===== src/rtl/demux_stream_1_to_n_pkg.sv =====
// -----------------------------------------------------------------------------
// demux_stream_1_to_n_pkg
//
// Purpose : shared constants, types and helpers for the 1-to-N stream
//           demultiplexer (top, channel slot and bus interface).
//
// Contents:
//   CNN_DATA_WIDTH - default bits per data word
//   CNN_NUM_CH     - default number of output channels
//   route_mode_e   - routing mode encoding carried on the 'mode' input
//   ch_idx_w(n)    - width of a channel index able to address n channels
// -----------------------------------------------------------------------------
package demux_stream_1_to_n_pkg;

    localparam int CNN_DATA_WIDTH = 7;
    localparam int CNN_NUM_CH     = 29;

    // Addressed mode routes by the sel input; sequential mode routes by the
    // internal round-robin pointer.
    typedef enum logic {
        MODE_ADDR = 1'b0,
        MODE_SEQ  = 1'b1
    } route_mode_e;

    // Select width for n channels. Never returns 0 so that a select port
    // always has at least one bit, even for degenerate channel counts.
    function automatic int ch_idx_w(input int n);
        return (n <= 2) ? 1 : $clog2(n);
    endfunction

endpackage


===== src/rtl/demux_stream_1_to_n_if.sv =====
// -----------------------------------------------------------------------------
// demux_stream_1_to_n_if
//
// Purpose : bundles the upstream stream (in_valid/in_ready/din/sel) and the
//           per-channel downstream streams (out_valid/out_ready/dout) of the
//           demultiplexer.
//
// Handshake: every stream uses strict valid/ready semantics. A word moves
//           on a rising clock edge where valid and ready are both 1. The
//           producer must not make valid depend on ready; once valid is
//           raised the word and its attributes stay stable until it moves.
//
// Signals :
//   in_valid  - upstream word available
//   in_ready  - demultiplexer accepts the upstream word this cycle
//   din       - upstream data word (DATA_WIDTH)
//   sel       - target channel in addressed mode (SEL_WIDTH)
//   dout      - flat output bus, channel k at [k*DATA_WIDTH +: DATA_WIDTH]
//   out_valid - per-channel valid (NUM_CH)
//   out_ready - per-channel ready from the consumers (NUM_CH)
//
// Modports:
//   slave  - the demultiplexer itself
//   master - the environment: upstream producer plus downstream consumers
// -----------------------------------------------------------------------------
interface demux_stream_1_to_n_if
    import demux_stream_1_to_n_pkg::*;
#(
    parameter int DATA_WIDTH = CNN_DATA_WIDTH,
    parameter int NUM_CH     = CNN_NUM_CH,
    parameter int SEL_WIDTH  = ch_idx_w(NUM_CH)
);

    logic                         in_valid;
    logic                         in_ready;
    logic [DATA_WIDTH-1:0]        din;
    logic [SEL_WIDTH-1:0]         sel;
    logic [NUM_CH*DATA_WIDTH-1:0] dout;
    logic [NUM_CH-1:0]            out_valid;
    logic [NUM_CH-1:0]            out_ready;

    modport slave (
        input  in_valid,
        input  din,
        input  sel,
        input  out_ready,
        output in_ready,
        output dout,
        output out_valid
    );

    modport master (
        output in_valid,
        output din,
        output sel,
        output out_ready,
        input  in_ready,
        input  dout,
        input  out_valid
    );

endinterface


===== src/rtl/demux_stream_1_to_n_ch_slot.sv =====
// -----------------------------------------------------------------------------
// demux_ch_slot
//
// Purpose : one output channel of the demultiplexer: a single-entry register
//           holding a data word and its valid flag.
//
// Ports   :
//   clk, reset_n - clock and asynchronous active-low reset
//   i_load       - write i_din into the slot on this edge (sets valid)
//   i_din        - word to load
//   i_ready      - downstream consumer ready for this channel
//   o_valid      - slot holds a word
//   o_data       - held word (stable while o_valid=1 and i_ready=0)
//
// Load has priority over drain, so a word leaving and a new word arriving on
// the same edge keeps the slot full and sustains one word per cycle.
// -----------------------------------------------------------------------------
module demux_ch_slot
    import demux_stream_1_to_n_pkg::*;
#(
    parameter int DATA_WIDTH = CNN_DATA_WIDTH
) (
    input  logic                  clk,
    input  logic                  reset_n,
    input  logic                  i_load,
    input  logic [DATA_WIDTH-1:0] i_din,
    input  logic                  i_ready,
    output logic                  o_valid,
    output logic [DATA_WIDTH-1:0] o_data
);

    logic                  r_valid;
    logic [DATA_WIDTH-1:0] r_data;

    always_ff @(posedge clk or negedge reset_n) begin
        if (!reset_n) begin
            r_valid <= 1'b0;
            r_data  <= '0;
        end else begin
            if (i_load) begin
                r_valid <= 1'b1;
                r_data  <= i_din;
            end else if (r_valid && i_ready) begin
                // Word handed to the consumer; data is left in place since
                // it is don't-care while invalid.
                r_valid <= 1'b0;
            end
        end
    end

    assign o_valid = r_valid;
    assign o_data  = r_data;

endmodule


===== src/rtl/demux_stream_1_to_n.sv =====
// -----------------------------------------------------------------------------
// demux_stream_1_to_n
//
// Purpose : routes a single valid/ready input stream to one of NUM_CH output
//           streams. The target channel comes either from the sel input
//           (addressed mode) or from an internal pointer that advances on
//           every accepted word (sequential mode).
//
// Ports   :
//   clk        - clock, all state changes on the rising edge
//   reset_n    - asynchronous active-low reset
//   mode       - 0: route by sel, 1: route by ptr (takes effect immediately)
//   start      - synchronous pulse clearing ptr; blocks input that cycle
//   bus        - stream interface (slave side): in_valid/in_ready/din/sel
//                upstream, out_valid/out_ready/dout downstream
//   ptr        - current sequential pointer
//   round_done - one-cycle pulse in the cycle after ptr wraps to 0
//   sel_err    - one-cycle pulse in the cycle after an out-of-range sel word
//                was accepted (and dropped)
//
// Each channel is a one-entry slot (demux_ch_slot). The input is ready when
// the target slot is empty or is being drained this cycle, so a channel
// whose consumer is always ready sustains one word per cycle. A word
// addressed outside the channel range is swallowed so it cannot stall the
// upstream producer.
// -----------------------------------------------------------------------------
module demux_stream_1_to_n
    import demux_stream_1_to_n_pkg::*;
#(
    parameter int DATA_WIDTH = CNN_DATA_WIDTH,
    parameter int NUM_CH     = CNN_NUM_CH,
    parameter int SEL_WIDTH  = ch_idx_w(NUM_CH)
) (
    input  logic                  clk,
    input  logic                  reset_n,
    input  logic                  mode,
    input  logic                  start,
    demux_stream_1_to_n_if.slave  bus,
    output logic [SEL_WIDTH-1:0]  ptr,
    output logic                  round_done,
    output logic                  sel_err
);

    // Channel count widened by one bit so the range check also works when
    // NUM_CH is a power of two (e.g. 64 channels with a 6-bit select).
    localparam logic [SEL_WIDTH:0]   LP_NUM_CH  = (SEL_WIDTH+1)'(NUM_CH);
    localparam logic [SEL_WIDTH-1:0] LP_LAST_CH = SEL_WIDTH'(NUM_CH - 1);

    logic [SEL_WIDTH-1:0]         r_ptr;
    logic                         r_round_done;
    logic                         r_sel_err;

    logic [SEL_WIDTH-1:0]         w_tgt;
    logic                         w_tgt_legal;
    logic                         w_in_ready;
    logic                         w_accept;
    logic                         w_seq_mode;
    logic                         w_wrap;
    logic [NUM_CH-1:0]            w_load;
    logic [NUM_CH-1:0]            w_out_valid;
    logic [NUM_CH*DATA_WIDTH-1:0] w_dout;

    // -------------------------------------------------------------------------
    // Target selection and input acceptance
    // -------------------------------------------------------------------------
    always_comb begin
        w_seq_mode  = (mode == MODE_SEQ);
        w_tgt       = w_seq_mode ? r_ptr : bus.sel;
        w_tgt_legal = ({1'b0, w_tgt} < LP_NUM_CH);

        w_in_ready = 1'b0;
        if (!reset_n || start) begin
            // Held off during reset and on the pointer-clear cycle so that
            // no word can be routed by a pointer that is about to change.
            w_in_ready = 1'b0;
        end else if (!w_tgt_legal) begin
            w_in_ready = 1'b1;
        end else begin
            w_in_ready = !w_out_valid[w_tgt] || bus.out_ready[w_tgt];
        end

        w_accept = bus.in_valid && w_in_ready;
        w_wrap   = w_accept && w_seq_mode && (r_ptr == LP_LAST_CH);
    end

    // -------------------------------------------------------------------------
    // Sequential pointer and status pulses
    // -------------------------------------------------------------------------
    always_ff @(posedge clk or negedge reset_n) begin
        if (!reset_n) begin
            r_ptr        <= '0;
            r_round_done <= 1'b0;
            r_sel_err    <= 1'b0;
        end else begin
            r_round_done <= w_wrap;
            r_sel_err    <= w_accept && !w_tgt_legal;
            if (start) begin
                r_ptr <= '0;
            end else if (w_accept && w_seq_mode) begin
                r_ptr <= w_wrap ? '0 : r_ptr + 1'b1;
            end
        end
    end

    // -------------------------------------------------------------------------
    // Channel slots
    // -------------------------------------------------------------------------
    genvar g;
    generate
        for (g = 0; g < NUM_CH; g++) begin : g_slot
            assign w_load[g] = w_accept && w_tgt_legal && (w_tgt == SEL_WIDTH'(g));

            demux_ch_slot #(
                .DATA_WIDTH (DATA_WIDTH)
            ) u_slot (
                .clk     (clk),
                .reset_n (reset_n),
                .i_load  (w_load[g]),
                .i_din   (bus.din),
                .i_ready (bus.out_ready[g]),
                .o_valid (w_out_valid[g]),
                .o_data  (w_dout[g*DATA_WIDTH +: DATA_WIDTH])
            );
        end
    endgenerate

    // -------------------------------------------------------------------------
    // Outputs
    // -------------------------------------------------------------------------
    assign bus.in_ready  = w_in_ready;
    assign bus.out_valid = w_out_valid;
    assign bus.dout      = w_dout;
    assign ptr           = r_ptr;
    assign round_done    = r_round_done;
    assign sel_err       = r_sel_err;

endmodule


===== src/flat_wrapper.sv =====
// flat-port wrapper written by rule: the top's interface ports become plain ports
module demux_stream_1_to_n_flat import demux_stream_1_to_n_pkg::*;
#(
    parameter int DATA_WIDTH = CNN_DATA_WIDTH,
    parameter int NUM_CH     = CNN_NUM_CH,
    parameter int SEL_WIDTH  = ch_idx_w(NUM_CH)
)
  (clk, reset_n, mode, start, ptr, round_done, sel_err, bus_in_valid, bus_din, bus_sel, bus_out_ready, bus_in_ready, bus_dout, bus_out_valid);
  demux_stream_1_to_n_if #(.DATA_WIDTH(DATA_WIDTH), .NUM_CH(NUM_CH), .SEL_WIDTH(SEL_WIDTH)) bus_i ();
  input  logic clk;
  input  logic reset_n;
  input  logic mode;
  input  logic start;
  output logic [SEL_WIDTH-1:0] ptr;
  output logic round_done;
  output logic sel_err;
  input wire logic [$bits(bus_i.in_valid)-1:0] bus_in_valid;
  input wire logic [$bits(bus_i.din)-1:0] bus_din;
  input wire logic [$bits(bus_i.sel)-1:0] bus_sel;
  input wire logic [$bits(bus_i.out_ready)-1:0] bus_out_ready;
  output wire logic [$bits(bus_i.in_ready)-1:0] bus_in_ready;
  output wire logic [$bits(bus_i.dout)-1:0] bus_dout;
  output wire logic [$bits(bus_i.out_valid)-1:0] bus_out_valid;
  assign bus_i.in_valid = bus_in_valid;
  assign bus_i.din = bus_din;
  assign bus_i.sel = bus_sel;
  assign bus_i.out_ready = bus_out_ready;
  assign bus_in_ready = bus_i.in_ready;
  assign bus_dout = bus_i.dout;
  assign bus_out_valid = bus_i.out_valid;
  demux_stream_1_to_n #(.DATA_WIDTH(DATA_WIDTH), .NUM_CH(NUM_CH), .SEL_WIDTH(SEL_WIDTH)) u_core (.clk(clk), .reset_n(reset_n), .mode(mode), .start(start), .bus(bus_i), .ptr(ptr), .round_done(round_done), .sel_err(sel_err));
endmodule

===== config.mk =====
export PLATFORM = sky130hd
export DESIGN_NAME = demux_stream_1_to_n_flat
export DESIGN_NICKNAME = d
export VERILOG_FILES = /design/src/rtl/demux_stream_1_to_n_pkg.sv /design/src/rtl/demux_stream_1_to_n_if.sv /design/src/rtl/demux_stream_1_to_n_ch_slot.sv /design/src/rtl/demux_stream_1_to_n.sv /design/src/flat_wrapper.sv
export SDC_FILE = /design/constraint.sdc
export NUM_CORES = 1
export LEC_CHECK = 0
export BUFFER_PORTS_ARGS = -buffer_cell sky130_fd_sc_hd__clkbuf_2
export CORE_AREA = 2 2 176 178
export DETAILED_ROUTE_END_ITERATION = 16
export DIE_AREA = 0 0 178 180
export GPL_TIMING_DRIVEN = 0
export REMOVE_ABC_BUFFERS = 1
export SYNTH_ARGS = -nofsm -noshare
export SYNTH_HDL_FRONTEND = slang
export SYNTH_SLANG_ARGS = --single-unit
export TNS_END_PERCENT = 10

===== constraint.sdc =====
create_clock -name clk -period 3.83 [get_ports clk]
set_input_delay 0.766 -clock clk [delete_from_list [all_inputs] [get_ports clk]]
set_output_delay 0.766 -clock clk [all_outputs]
set_load 0.03 [all_outputs]

# Word level (Yosys, flattened, before mapping)
# Cells that the tools add are included.
dict set report op_classes {
  n_eq_ne 29
  muxes 68
  add_sub_neg 1
  n_reduce_logical 99
  order_cmp 2
}
# cell count
set ops {}
lappend ops {{$eq 5x5->1 const B} 14}
lappend ops {{$logic_and 1x1->1} 63}
lappend ops {{$mux 1} 62}
lappend ops {{$reduce_bool 2->1} 30}
lappend ops {{$eq 5x4->1 const B} 8}
lappend ops {{$eq 5x3->1 const B} 4}
lappend ops {{$mux 5} 4}
lappend ops {{$bmux 1 s5} 2}
lappend ops {{$eq 5x2->1 const B} 2}
lappend ops {{$lt 5x6->1 const B} 1}
lappend ops {{$add 5x1->5 const B} 1}
lappend ops {{$eq 5x1->1 const B} 1}
lappend ops {{$logic_not 5->1} 1}
lappend ops {{$lt 5x5->1 const B} 1}
lappend ops {{$logic_not 1->1} 3}
lappend ops {{$logic_or 1x1->1} 2}
dict set report totals {
  reg_bits 239
  word_cells 260
  input_bits 46
  output_inout_bits 240
}

# Longest topological paths before layout
dict set report depth {
  word_depth 13
  ltp_mapped 12
  depth_no_buf 7
}

# Hierarchy
# Synthesis repeated with hierarchy kept, for this count alone.
dict set report unflattened {
  hier_cells 694
  hier_area_um2 11020.6
}
# module n_inst area_per_inst_um2 cells_per_inst seq_area_each_um2
set by_module_without_submodules {}
lappend by_module_without_submodules {demux_ch_slot 29 329.1 18 200.2}
lappend by_module_without_submodules {demux_stream_1_to_n 1 1477.7 172 175.2}

# Worst setup path before layout
# Ideal clock, no wire load.
dict set report synth_path {
  kind {input -> output}
  from {input port mode}
  to {output port bus_in_ready}
  n_path_buf 4
  required_ns 3.064
  slack_ns 0.179
  t_arrival_ns 2.885
  stages 9
  cell_sequence {buf_6 mux2i_1 buf_4 mux4_2 a22o_1 or4_1 buf_4 buf_6 and3_1}
}
dict set report synth_between {
  elab_chain_len 7
  elab_cells_between_ends 10
  cone_classes {1 x order compare; 7 x mux; 2 x reduce/logical}
}
# item line
set synth_lines {}
lappend synth_lines {{start: declaration} flat_wrapper.sv:12} ;# input logic mode;
lappend synth_lines {{$mux 5 (*)} demux_stream_1_to_n.sv:68} ;# w_tgt = w_seq_mode ? r_ptr : bus.sel;
lappend synth_lines {{$bmux 1 s5} demux_stream_1_to_n.sv:79} ;# w_in_ready = !w_out_valid[w_tgt] || bus.out_ready[w_tgt];
lappend synth_lines {{$mux 1 (implied by the code)} demux_stream_1_to_n.sv:79}
lappend synth_lines {{$logic_not 1->1} demux_stream_1_to_n.sv:79}
lappend synth_lines {{$logic_or 1x1->1} demux_stream_1_to_n.sv:79}
lappend synth_lines {{$mux 1 (*)} demux_stream_1_to_n.sv:76} ;# end else if (!w_tgt_legal) begin
lappend synth_lines {{$mux 1 (*)} demux_stream_1_to_n.sv:72} ;# if (!reset_n || start) begin
lappend synth_lines {{end: declaration} flat_wrapper.sv:21} ;# output wire logic [$bits(bus_i.in_ready)-1:0] bus_in_ready;
# Mark *: on every way between the ends. The rest lies on a longest branch, timed or not. The select of a mux whose other input is x is not followed.

# Worst setup path in the final report
# Ends and elaborated chain as after synthesis.

==> flow_metrics.py <==
metrics = {
    "synthesis": {
        "seq_area_frac_synth_pct": 55.9,
        "synth_seq_cells": 239,
        "synth_area_per_cell_sq_um": 14.5,
        "synthCells": 737,
        "ys_types": 52,
        "number_of_enable_type_register_cells_in_the_synthesized_netlist": 0,
        "yosysWarningCount": 0,
        "synth_flop_cell": "dfrtp_1",
        "synth-async-reset-ratio_pct": 100,
        "post_synth_design_cell_area_sq_um": 10700,
    },
    "timing": {
        "final_period_minus_worst_setup_slack_ns": 3.81,
        "report.final.slew_viol_count": 0,
        "timing.final.crit_share_pct": 99.5,
        "clock-skew-final_ns": 0.0117,
        "relSlewSlack_pct": 39.2,
        "totalNegativeSetupSlack_ns": 0,
        "max_freq_ghz": 0.262,
        "report.final.setup_viol": 0,
        "tightestPinTransition_ns": 0.912,
        "final_hold_viol_count": 0,
    },
    "floorplanning": {
        "floorplan.core_area_sq_um": 30200,
        "num_rows": 64,
        "die_h_um": 180,
        "initial_core_util_pct": 35.5,
        "floorplan.die.width_um": 178,
        "die_area_sq_um": 32000,
        "floorplan.io_pins": 286,
    },
    "finish": {
        "final_net_count": 1029,
        "layout.cells.most_common": "clkbuf_2",
        "sequential_cell_area_sq_um": 5980,
        "final_layout_size_suffix_gt1_share_pct": 57.0,
        "multi_input_area_sq_um": 4130,
        "post-route-util_pct": 43.5,
        "layout-area-overhead-vs-synth_pct": 22.6,
        "filler_cell_count": 2784,
        "final_cell_mix": "clkbuf_2, dfrtp_1, mux2_2",
    },
    "clock_network": {
        "tritoncts_clock_tree": "yes",
        "clk_pin_slew_worst_paths_ns": 0.06,
        "clock_path_buffers": 3,
        "numClockSinks": 239,
        "cts_hold_repair.buffers": 0,
        "h-tree-depth": 1,
        "clkLatencyLatePin_ns": 0.54,
        "cts-buffers-inserted": 27,
        "ctsRootBufferMaster": "clkbuf_16",
    },
    "status": {
        "outcome": "finished clean",
    },
    "placement": {
        "dp.final_hpwl_um": 21000,
        "routabilityCongestion": 0.824,
        "port-buffer-count": 285,
    },
    "routing": {
        "wl_per_cell_um": 21.8,
        "dr.first_iter.drc_count": 336,
        "post-route-drc-count": 0,
        "firstDrtPassIters": 7,
        "drt-total-wl_um": 30400,
        "final_antenna_net_count": 0,
        "vias_per_cell": 4.95,
        "detailroute.via_count": 6921,
    },
    "hold_path": {
        "min-delay-path-class": "primary input to asynchronous set/reset pin",
    },
    "global_route": {
        "grt_pass1_wl_um": 45900,
        "grt.overflow.total": 0,
        "number_of_global_route_vias_before_repair": 7104,
        "grt_max_degree": 89,
        "grt_antenna_before_repair": 2,
        "grt_use_total_pct": 18.7,
    },
    "worst_setup_path": {
        "critical_path_required_ns": 3.06,
        "worstPathArrival_ns": 3.05,
        "setup.worst_path.end_class": "output port",
        "worstSetupPathType": "primary input to output port",
        "cp-start-kind": "primary input",
        "critical_path.max_fanout": 24,
    },
    "power_and_ir_drop": {
        "power_density_nw_per_um2": 467,
        "max-vdd-ir-drop_mv": 0.304,
        "p_leak_uw": 0.00703,
    },
    "run": {
        "drv_cap": 0,
    },
}
## logic make-up after synthesis
group	synth area share [%]
flops	55.9
mux	26.5
buf+inv	5.96
compound gates	4.87
simple gates	6.52
fa+ha+maj	0.234
## worst max-delay path, stage by stage
cell,delay (ns)
clkbuf_8,0.20
mux2_4,0.39
mux4_2,0.52
a22o_1,0.23
or4_4,0.55
and3_1,0.19
clkbuf_4,0.18
## cells in the mapped netlist, drive strengths merged (2+ instances only)
master   count  area [sq um]
nand2        6          22.5
nor2b        2          12.5
and3b        4          35.0
or2          5          31.3
o32ai        2          17.5
a32o         2          20.0
and4         7          61.3
a21o        10          75.1
clkbuf      33           128
nand4       22           369
nand2b       2          12.5
a211oi       5          37.5
mux2       206          2590
o21a         4          30.0
nor3         3          15.0
dfrtp      239          5980
ha           2          25.0
o41ai        3          26.3
a311o        3          30.0
a22oi        2          15.0
mux4         5           124
nand3        5          30.0
o2111ai      2          17.5
nor2         9          33.8
and3         5          31.3
a21oi        3          15.0
a22o         2          17.5
nor3b        4          30.0
buf         49           368
mux2i       13           130
o21ai       30           150
inv         38           143
## final timing paths
kind                                                      to  cells past startpoint                             start  slack, ns
min                        u_core.g_slot[8].u_slot.o_data[1]                      1                           reset_n       0.25
min reg2reg                 u_core.g_slot[21].u_slot.o_valid                      1  u_core.g_slot[21].u_slot.o_valid       0.50
max                                             bus_in_ready                      7                              mode       0.02
max reg2reg                u_core.g_slot[3].u_slot.o_data[2]                      7                     u_core.ptr[1]       0.43
min in group clk             u_core.g_slot[1].u_slot.o_valid                      2                  bus_out_ready[1]       0.43
max in group asynchronous                      u_core.ptr[1]                      2                           reset_n       2.71
## state kept, by name, indices dropped and copies added, names as in the netlist
| register | count |
|---|---|
| u_core.g_slot.u_slot.o_data | 203 |
| u_core.g_slot.u_slot.o_valid | 29 |
| u_core.ptr | 5 |
| u_core.round_done | 1 |
| u_core.sel_err | 1 |
## repair_timing
action / in CTS / in global routing
buffers inserted: 7 / 1
gates cloned: 1 / 0
setup endpoints to repair: 114 / 1
resized for setup: 12 / 2
pin swaps: 2 / 1
## per-layer routing
layer | part of all wire [%] | vias to the layer above | global-route usage [%]
met1 | 44 | 3522 | 25.5
met3 | 7.7 | 33 | 4.67
li1 | - | 3107 | -
met4 | 1.9 | 0 | 3.64
met2 | 46 | 259 | 30.2
met5 | 0 | - | 1.54
## power breakdown
part	switching (uW)	total (uW)	internal, uW	leakage (uW)
logic	651	974	322	0.00338
registers	93.0	2790	2690	0.00327
clock network	1020	2380	1360	0.000377
total	1760	6140	4380	0.00703
## per-stage QoR
stage	power [uW]	hold WS, ns	instance area, sq um	setup slack (ns)	cells
global route	6380	0.296	13100	-0.00382	1396
detailed placement	3800	0.492	12200	-1.00	1339
global placement	3780	0.489	12100	-4.30	1336
CTS	6220	0.264	13100	0.0340	1394
floorplan	3410	0.470	10200	-0.735	655
finish	6140	0.248	13100	0.0179	1397
## area by class of cell
cell class	instances	area share [%]
flip-flops and latches	239	45.6
well taps	396	3.77
clock inverters	5	0.276
repair buffers	296	12.0
inverters	38	1.09
diodes	2	0.0381
multi-input cells	379	31.5
clock buffers	42	5.80
Note: power is estimated with default switching activity, not from simulation.
